--- src/rtl/rom_port_arbiter.sv ---
// rom_port_arbiter: shares one combinational ROM read port between
// instruction fetch (IF, requester 0) and the data/debug side (DM,
// requester 1). Round-robin on contention, registered read data with
// 1-cycle latency, IF response flush and a saturating contention counter.
module rom_port_arbiter #(
    parameter int DWIDTH = 32,
    parameter int AWIDTH = 10,
    parameter int CWIDTH = 16
) (
    input  logic              clk,
    input  logic              rst_n,
    // instruction fetch side
    input  logic              if_req,
    input  logic [AWIDTH-1:0] if_addr,
    output logic              if_gnt,
    input  logic              if_flush,
    output logic              if_rvalid,
    output logic [DWIDTH-1:0] if_rdata,
    // data / debug side
    input  logic              dm_req,
    input  logic [AWIDTH-1:0] dm_addr,
    output logic              dm_gnt,
    output logic              dm_rvalid,
    output logic [DWIDTH-1:0] dm_rdata,
    // ROM read port
    output logic [AWIDTH-1:0] rom_raddr,
    input  logic [DWIDTH-1:0] rom_dout,
    // statistics
    output logic [CWIDTH-1:0] conflict_cnt
);

    localparam logic [CWIDTH-1:0] CNT_MAX = {CWIDTH{1'b1}};
    localparam logic [CWIDTH-1:0] CNT_ONE = {{(CWIDTH-1){1'b0}}, 1'b1};

    // Requester that won the most recent grant: 0 = IF, 1 = DM.
    logic              r_last_gnt;
    logic              r_if_rvalid;
    logic              r_dm_rvalid;
    logic [DWIDTH-1:0] r_if_rdata;
    logic [DWIDTH-1:0] r_dm_rdata;
    logic [CWIDTH-1:0] r_conflict_cnt;

    logic              w_if_gnt;
    logic              w_dm_gnt;
    logic              w_contend;

    // Round-robin grant: a lone requester always wins; on contention the
    // requester that did not win last time gets the port.
    always_comb begin
        w_contend = if_req & dm_req;
        w_if_gnt  = if_req & (~dm_req | r_last_gnt);
        w_dm_gnt  = dm_req & (~if_req | ~r_last_gnt);
    end

    assign if_gnt       = w_if_gnt;
    assign dm_gnt       = w_dm_gnt;
    // Idle cycles pass if_addr through; ROM reads have no side effects.
    assign rom_raddr    = w_dm_gnt ? dm_addr : if_addr;
    assign if_rvalid    = r_if_rvalid;
    assign if_rdata     = r_if_rdata;
    assign dm_rvalid    = r_dm_rvalid;
    assign dm_rdata     = r_dm_rdata;
    assign conflict_cnt = r_conflict_cnt;

    // Track last winner; reset to DM so IF wins the first contest.
    always_ff @(posedge clk or negedge rst_n) begin
        if (!rst_n)
            r_last_gnt <= 1'b1;
        else if (w_if_gnt)
            r_last_gnt <= 1'b0;
        else if (w_dm_gnt)
            r_last_gnt <= 1'b1;
    end

    // IF response: capture on grant unless flushed; flush still counts as a grant above.
    always_ff @(posedge clk or negedge rst_n) begin
        if (!rst_n) begin
            r_if_rvalid <= 1'b0;
            r_if_rdata  <= '0;
        end else begin
            r_if_rvalid <= w_if_gnt & ~if_flush;
            if (w_if_gnt && !if_flush)
                r_if_rdata <= rom_dout;
        end
    end

    // DM response: capture on every DM grant.
    always_ff @(posedge clk or negedge rst_n) begin
        if (!rst_n) begin
            r_dm_rvalid <= 1'b0;
            r_dm_rdata  <= '0;
        end else begin
            r_dm_rvalid <= w_dm_gnt;
            if (w_dm_gnt)
                r_dm_rdata <= rom_dout;
        end
    end

    // Saturating count of cycles where both sides requested.
    always_ff @(posedge clk or negedge rst_n) begin
        if (!rst_n)
            r_conflict_cnt <= '0;
        else if (w_contend && (r_conflict_cnt != CNT_MAX))
            r_conflict_cnt <= r_conflict_cnt + CNT_ONE;
    end

endmodule

--- config.mk ---
export PLATFORM = sky130hd
export DESIGN_NAME = rom_port_arbiter
export DESIGN_NICKNAME = d
export VERILOG_FILES = /design/src/rtl/rom_port_arbiter.sv
export SDC_FILE = /design/constraint.sdc
export NUM_CORES = 1
export LEC_CHECK = 0
export ABC_AREA = 1
export CAP_MARGIN = 20
export CORE_MARGIN = 5
export CORE_UTILIZATION = 43
export CTS_CLUSTER_DIAMETER = 40
export CTS_CLUSTER_SIZE = 20
export DETAILED_ROUTE_END_ITERATION = 16
export PLACE_DENSITY = 0.81
export SLEW_MARGIN = 20
export SYNTH_ARGS = -nofsm -noshare
export SYNTH_HDL_FRONTEND = slang
export SYNTH_SLANG_ARGS = --single-unit
export TNS_END_PERCENT = 10
--- constraint.sdc ---
create_clock -name clk -period 1.98 [get_ports clk]
set_input_delay 0.396 -clock clk [delete_from_list [all_inputs] [get_ports clk]]
set_output_delay 0.396 -clock clk [all_outputs]
set_load 0.02 [all_outputs]
==> results of run 1 <==
-- worst paths after layout --
path | to | slack (ns)
worst max-delay path | rom_raddr[6] | 0.05
worst min-delay path | dm_rdata[18] | 0.009
worst max register to register | dm_rdata[27] | 0.29
worst min register to register | if_rdata[30] | 0.49
max in group asynchronous | r_last_gnt | 1.38
min in group clk | if_rdata[30] | 0.49
-- cell type report --
class,instances,area [um2],share of cell area
clock buffer,11,151,0.0277
clock inverter,4,73.8,0.0135
inverter,46,176,0.0323
multi-input combinational,281,1270,0.233
sequential,83,2080,0.380
tap,105,131,0.0240
timing repair buffer,161,1580,0.289
timing repair inverter,1,7.51,0.00137
-- through the flow --
stage / total power, W / util
6_report: 0.00489 / 0.669
5_1_grt: 0.00513 / 0.669
4_1_cts: 0.00493 / 0.670
3_5_place_dp: 0.00360 / 0.644
3_3_place_gp: 0.00356 / 0.644
2_1_floorplan: 0.00279 / -
-- power breakdown --
part	leakage (nW)	switching [W]	internal, W
logic	1.45	0.000748	0.000687
clock network	0.115	0.000571	0.000773
registers	1.04	0.000176	0.00193
total	2.61	0.00149	0.00339
-- timing repair --
action                     4_1_cts  5_1_grt
hold endpoints to repair         0        0
resized for setup               36       21
setup endpoints to repair       12       11
cloned                           0        1
pin swaps                        0        2
-- metal layers --
layer,part of all wire,vias up,routed length (um)
met2,0.49,124,4700
met3,0.062,14,588
met1,0.43,1538,4120
met4,0.015,0,145
met5,0,-,0
li1,-,1642,-
-- sequential cells by signal, indices dropped and copies added (netlist names) --
signal	cells
dm_rdata	32
if_rdata	32
conflict_cnt	16
dm_rvalid	1
if_rvalid	1
r_last_gnt	1
-- synth_stat cells --
| master | n | area, um2 |
|---|---|---|
| nand3_1 | 6 | 30.0 |
| o21ai_0 | 2 | 10.0 |
| buf_1 | 2 | 7.51 |
| nor2_4 | 1 | 11.3 |
| nand2_2 | 2 | 12.5 |
| nand3_2 | 2 | 20.0 |
| nor3_4 | 1 | 16.3 |
| nor2_1 | 13 | 48.8 |
| nor3_1 | 1 | 5.00 |
| xor2_1 | 3 | 26.3 |
| dfstp_2 | 1 | 26.3 |
| buf_6 | 1 | 11.3 |
| a21oi_2 | 1 | 8.76 |
| nand2_1 | 170 | 638 |
| inv_2 | 3 | 11.3 |
| nor2_2 | 3 | 18.8 |
| dfrtp_1 | 82 | 2050 |
| nand4_1 | 5 | 31.3 |
| o21ai_1 | 64 | 320 |
| xnor2_1 | 4 | 35.0 |
| inv_1 | 43 | 161 |
| buf_2 | 8 | 40.0 |
| nand3b_1 | 2 | 15.0 |
| ha_1 | 1 | 12.5 |
| clkbuf_1 | 6 | 22.5 |
-- logic make-up after synthesis --
logic type                 synth area share
DFF                                   0.579
adders and majority gates           0.00348
and+or+nand+nor                       0.236
buffers and inverters                0.0707
AOI/OAI and AO/OA                    0.0944
xor gates and xnor gates             0.0171
-- cells in the final DEF, fill, tap and decap left out --
master           count
nand2_1            167
clkdlybuf4s50_1    137
dfrtp_1             82
o21ai_1             64
inv_1               42
nor2_1              13
clkbuf_8            11
buf_4                8
buf_2                8
nand3_1              6
nand4_1              5
nand2_2              4
xnor2_1              4
inv_2                3
nor2_2               3
xor2_1               3
buf_12               3
clkinvlp_4           2
nand3_2              2
nand3b_1             2
o21ai_0              2
bufinv_16            2
clkbuf_2             2
buf_6                2
nand2_4              1
nor2_4               1
nor3_4               1
a21oi_2              1
nor3_1               1
ha_1                 1
clkinv_2             1
clkinv_4             1
buf_8                1
dfstp_2              1
==> out/qor.csv, run 1 <==
stage,metric,value,unit
run_status,status,"finished, final reports clean",
clocking,cts.sinks,83,
floorplanning,io-pin-count,151,
synth,synth_cell_type_count,25,
sta,fmax,519,MHz
sta,slew_headroom,0.591,
grt,antenna_found_initial,0,
detailed_routing,wl_per_cell,13.8,um
worst_setup_path,critPathArrivalTime,1.53,ns
worst_setup_path,reg2reg_from,r_last_gnt,
worst_setup_path,crit_chain,clkdlybuf4s50_1 > nand2_2 > nand2_4 > clkinvlp_4 > nand2_1 > nand2_2 > buf_6,
synth,yosysWarnings,0,
grt,use_met1,0.259,
clocking,cts_buffer_depth,2,
floorplanning,num_rows,33,
sta,skew,0.00852,ns
clocking,clk_pin_slew,0.09,ns
grt,grt_use_total,0.189,
clocking,cts_buffers,9,
synth,yosysSeqAreaShare,0.579,
detailed_routing,vias,3318,
synth,postSynthCellCount,427,
grt,grt-busiest-layer,met2,
sta,hold_viol_final,0,
clocking,cts_tree,yes,
worst_setup_path,timing.critical_path.slowest_stage_cell,clkdlybuf4s50_1,
place,hpwl,7200,um
sta,setup_viol,0,
worst_setup_path,crit_top_cell,nand2_2,
place,place.gp.congestion,0.850,
power,vdd_drop_max,0.427,mV
power,p_leak,2.61,nW
grt,met2_usage,0.304,
run,maxCapViolCount,0,
place,place_area,5260,um2
detailed_routing,drc,0,
worst_setup_path,crit_buf_inv,3,
detailed_routing,drtIter0Drc,101,
worst_setup_path,max_stage_delay,0.50,ns
worst_setup_path,path_class,in2out,
detailed_routing,vias_per_cell,4.79,
grt,grt_pass1_wl,15600,um
finish,diodes,0,
synth,synth-seq-cells,83,
synth,syn_area,3590,um2
detailed_routing,firstDrtPassIters,4,
clocking,hold_buffers,0,
finish,fin_cells,692,
sta,setup_tns,0,ns
power,p_per_area,894,nW/um2
floorplanning,floorplan.die_area,10300,um2
detailed_routing,postRouteAntennaNets,0,
worst_hold_path,min_path_type,in2async,
sta,rsz0062_at_grt,yes,
worst_setup_path,r2r_cells,6,
detailed_routing,drt_wl_total,9560,um
worst_setup_path,cp-startpoint,if_req,
sta,tightest_slew,0.614,ns
sta,fin_crit_sh,0.974,
clocking,clk_latency,0.34,ns
finish,nets,641,
finish,syn_to_final_growth,52.3,%
clocking,post_cts_buffers,0,
sta,worst_slack,0.0516,ns
worst_setup_path,critPathCaptureType,primary output,
clocking,cts_root_buf,clkbuf_8,
place,dpl_worst_slack,-0.405,ns
sta,finalMaxSlewViolations,0,
worst_setup_path,required,1.58,ns
worst_setup_path,critPathLaunchType,primary input,
finish,drive_above_1_share,0.0988,
synth,synthesis.nets,485,
worst_setup_path,cp_max_fo,6,
floorplanning,die_x,101,um
sta,hold_slack,0.00851,ns
worst_setup_path,worst-path-stages,7,
grt,grt_pass1_vias,3212,
synth,postSynthAreaPerCell,8.41,um2
finish,stdcell_area,5470,um2
finish,n_fill_cell,662,
sta,post-route-min-period,1.93,ns
clocking,htree_levels,3,
grt,use_met3,0.0358,
grt,gr-total-overflow,0,
place,io_buffer_count,150,
floorplanning,die_y,101,um
floorplanning,core,8180,um2
grt,grt_max_degree,65,
floorplanning,start_util,0.439,
worst_setup_path,critPathTopFamily,buffers and inverters,
place,dp.cells,676,
No activity file was read; power rests on OpenSTA's default activity.
==> run 2, diff against run 1 <==
--- a/config.mk
+++ b/config.mk
@@ -8,11 +8,13 @@
 export ABC_AREA = 1
 export CAP_MARGIN = 20
 export CORE_MARGIN = 5
-export CORE_UTILIZATION = 43
+export CORE_UTILIZATION = 44
+export CTS_BUF_LIST = sky130_fd_sc_hd__clkbuf_8
 export CTS_CLUSTER_DIAMETER = 40
 export CTS_CLUSTER_SIZE = 20
 export DETAILED_ROUTE_END_ITERATION = 16
-export PLACE_DENSITY = 0.81
+export HOLD_SLACK_MARGIN = 0.08
+export PLACE_DENSITY = 0.82
 export SLEW_MARGIN = 20
 export SYNTH_ARGS = -nofsm -noshare
 export SYNTH_HDL_FRONTEND = slang
==> run 2 against run 1 <==
Flip-flop and latch count unchanged. Critical path type unchanged. Clock power about the same. Power up 0.90%. Global-route usage up 0.95 points. The flow now finishes with violations (setup timing).
==> out/qor.csv, run 2 (synthesis gave the netlist of run 1 again) <==
stage,metric,value,unit,change
place,place.gp.congestion,0.842,,-0.92%
sta,tightest_slew,0.488,ns,-0.126 ns
finish,final_common_cell,nand2_1,,
worst_setup_path,critPathArrivalTime,1.63,ns,+0.10 ns
detailed_routing,drtIter0Drc,151,,+50%
finish,stdcell_area,5520,um2,+0.98%
grt,grt-busiest-layer,met2,,
power,p_per_area,893,nW/um2,about the same
detailed_routing,postRouteAntennaNets,0,,unchanged
finish,drive_above_1_share,0.108,,+0.00876
sta,post-route-min-period,2.03,ns,+0.0984 ns
detailed_routing,vias_per_cell,4.84,,+1.0%
place,dpl_worst_slack,-0.473,ns,-0.0687 ns
run,maxCapViolCount,0,,unchanged
finish,n_fill_cell,661,,-0.15%
detailed_routing,drc,0,,unchanged
floorplanning,floorplan.die_area,10100,um2,-2.1%
place,io_buffer_count,150,,unchanged
sta,fin_crit_sh,1.02,,+0.0497
grt,grt_pass1_vias,3439,,+7.1%
clocking,cts_buffer_depth,2,,unchanged
finish,nets,648,,+1.1%
clocking,cts_buffers,9,,unchanged
worst_hold_path,min_path_type,reg2reg,,
power,vdd_drop_max,0.523,mV,+22%
floorplanning,core,8090,um2,-1.0%
grt,gr-total-overflow,0,,unchanged
place,place_area,5270,um2,about the same
power,power.total,0.00493,W,+0.90%
worst_setup_path,critPathCaptureType,primary output,,
clocking,clk_latency,0.34,ns,about the same
worst_setup_path,cp_max_fo,6,,unchanged
floorplanning,die_y,100,um,-1.0%
finish,seqCellArea,2080,um2,unchanged
run_status,status,"finished, violations left",,
finish,layout_common_cells,"nand2_1, clkdlybuf4s50_1, dfrtp_1",,
run_status,violations,setup timing,,
grt,antenna_found_initial,0,,unchanged
finish,syn_to_final_growth,53.8,%,
grt,use_met3,0.0445,,+0.00866
detailed_routing,drt_wl_total,10000,um,+4.6%
grt,grt_use_total,0.198,,+0.00946
floorplanning,io-pin-count,151,,unchanged
clocking,cts_root_buf,clkbuf_8,,
grt,grt_max_degree,53,,-18%
power,p_leak,2.65,nW,+1.5%
worst_setup_path,critPathLaunchType,primary input,,
floorplanning,start_util,0.444,,+0.00448
clocking,cts.sinks,83,,unchanged
finish,multiInputGateArea,1270,um2,+0.20%
sta,worst_slack,-0.0468,ns,-0.0984 ns
floorplanning,die_x,100,um,-1.0%
sta,skew,0.0134,ns,+0.00488 ns
worst_setup_path,required,1.58,ns,about the same
sta,setup_viol,8,,+8
sta,hold_viol_final,0,,unchanged
detailed_routing,firstDrtPassIters,4,,unchanged
sta,rsz0062_at_grt,yes,,
finish,diodes,0,,unchanged
sta,finalMaxSlewViolations,0,,unchanged
place,hpwl,7480,um,+3.8%
place,dp.cells,678,,+0.30%
sta,slew_headroom,0.675,,+0.0842
floorplanning,num_rows,33,,unchanged
clocking,cts_tree,yes,,
sta,fmax,493,MHz,-4.9%
grt,grt_pass1_wl,16000,um,+2.3%
clocking,clk_pin_slew,0.08,ns,about the same
clocking,htree_levels,3,,unchanged
detailed_routing,wl_per_cell,14.3,um,+3.4%
grt,met2_usage,0.348,,+0.0443
worst_setup_path,path_class,in2out,,
finish,fin_cells,700,,+1.2%
detailed_routing,vias,3390,,+2.2%
sta,setup_tns,-0.201,ns,-0.201 ns
grt,use_met1,0.247,,-0.0121
-- run 2: cell count changes in the layout (fill, tap and decap cells not counted), moves of 2 or more --
cell           before  now
dlygate4sd2_1       0    2
inv_6               0    3
buf_4               8   14
clkbuf_2            2    0
clkbuf_8           11    9
-- run 2: power by group --
part | switching, W | internal (W) | total, W | leakage [nW]
Combinational | 0.000766 | 0.000694 | 0.00146 | 1.49
Sequential | 0.000173 | 0.00193 | 0.00211 | 1.04
Clock | 0.000632 | 0.000735 | 0.00137 | 0.117
Total | 0.00157 | 0.00336 | 0.00493 | 2.65
-- run 2: final cells by class --
class / instances / share of cell area
inverter: 46 / 0.0319
tap: 105 / 0.0238
sequential: 83 / 0.376
timing repair buffer: 168 / 0.294
multi-input combinational: 281 / 0.231
timing repair inverter: 1 / 0.00136
clock buffer: 9 / 0.0224
clock inverter: 7 / 0.0193
-- run 2: per-layer routing --
layer  routed length, um  vias up
li1                    -     1663
met1                4200     1607
met2                5160      111
met3                 543        9
met4                  89        0
met5                   0        -
-- run 2: critical path, cell delays in order --
cell and delay (ns):
clkdlybuf4s50_1 0.49, nand2_2 0.07, nand2_4 0.09, buf_6 0.11, clkinvlp_4 0.15, nand2_1 0.12
nand2_1 0.07, buf_6 0.13
-- run 2: final timing paths --
| path | startpoint | end | slack, ns | cells after the start |
|---|---|---|---|---|
| max | if_req | rom_raddr[5] | -0.05 | 8 |
| min | if_rdata[11] | if_rdata[11] | 0.50 | 2 |
| max reg2reg | conflict_cnt[1] | conflict_cnt[1] | 0.40 | 7 |
| min reg2reg | if_rdata[11] | if_rdata[11] | 0.50 | 2 |
| max in group asynchronous | rst_n | if_rdata[4] | 0.88 | 3 |
| min in group asynchronous | rst_n | dm_rdata[8] | 0.57 | 2 |
-- run 2: what timing repair did --
item	CTS	global route
endpoints found under the setup margin	12	11
hold buffers	1	0
cloned	1	0
setup buffers	3	1
hold endpoints to repair	33	0
gates resized for setup	44	9
pin swaps	1	4
-- run 2: stage by stage --
step,util,hold WS [ns]
after floorplan,-,0.100
after global placement,0.651,0.392
after detailed placement,0.651,0.393
after CTS,0.679,0.498
after global routing,0.683,0.519
final,0.683,0.496
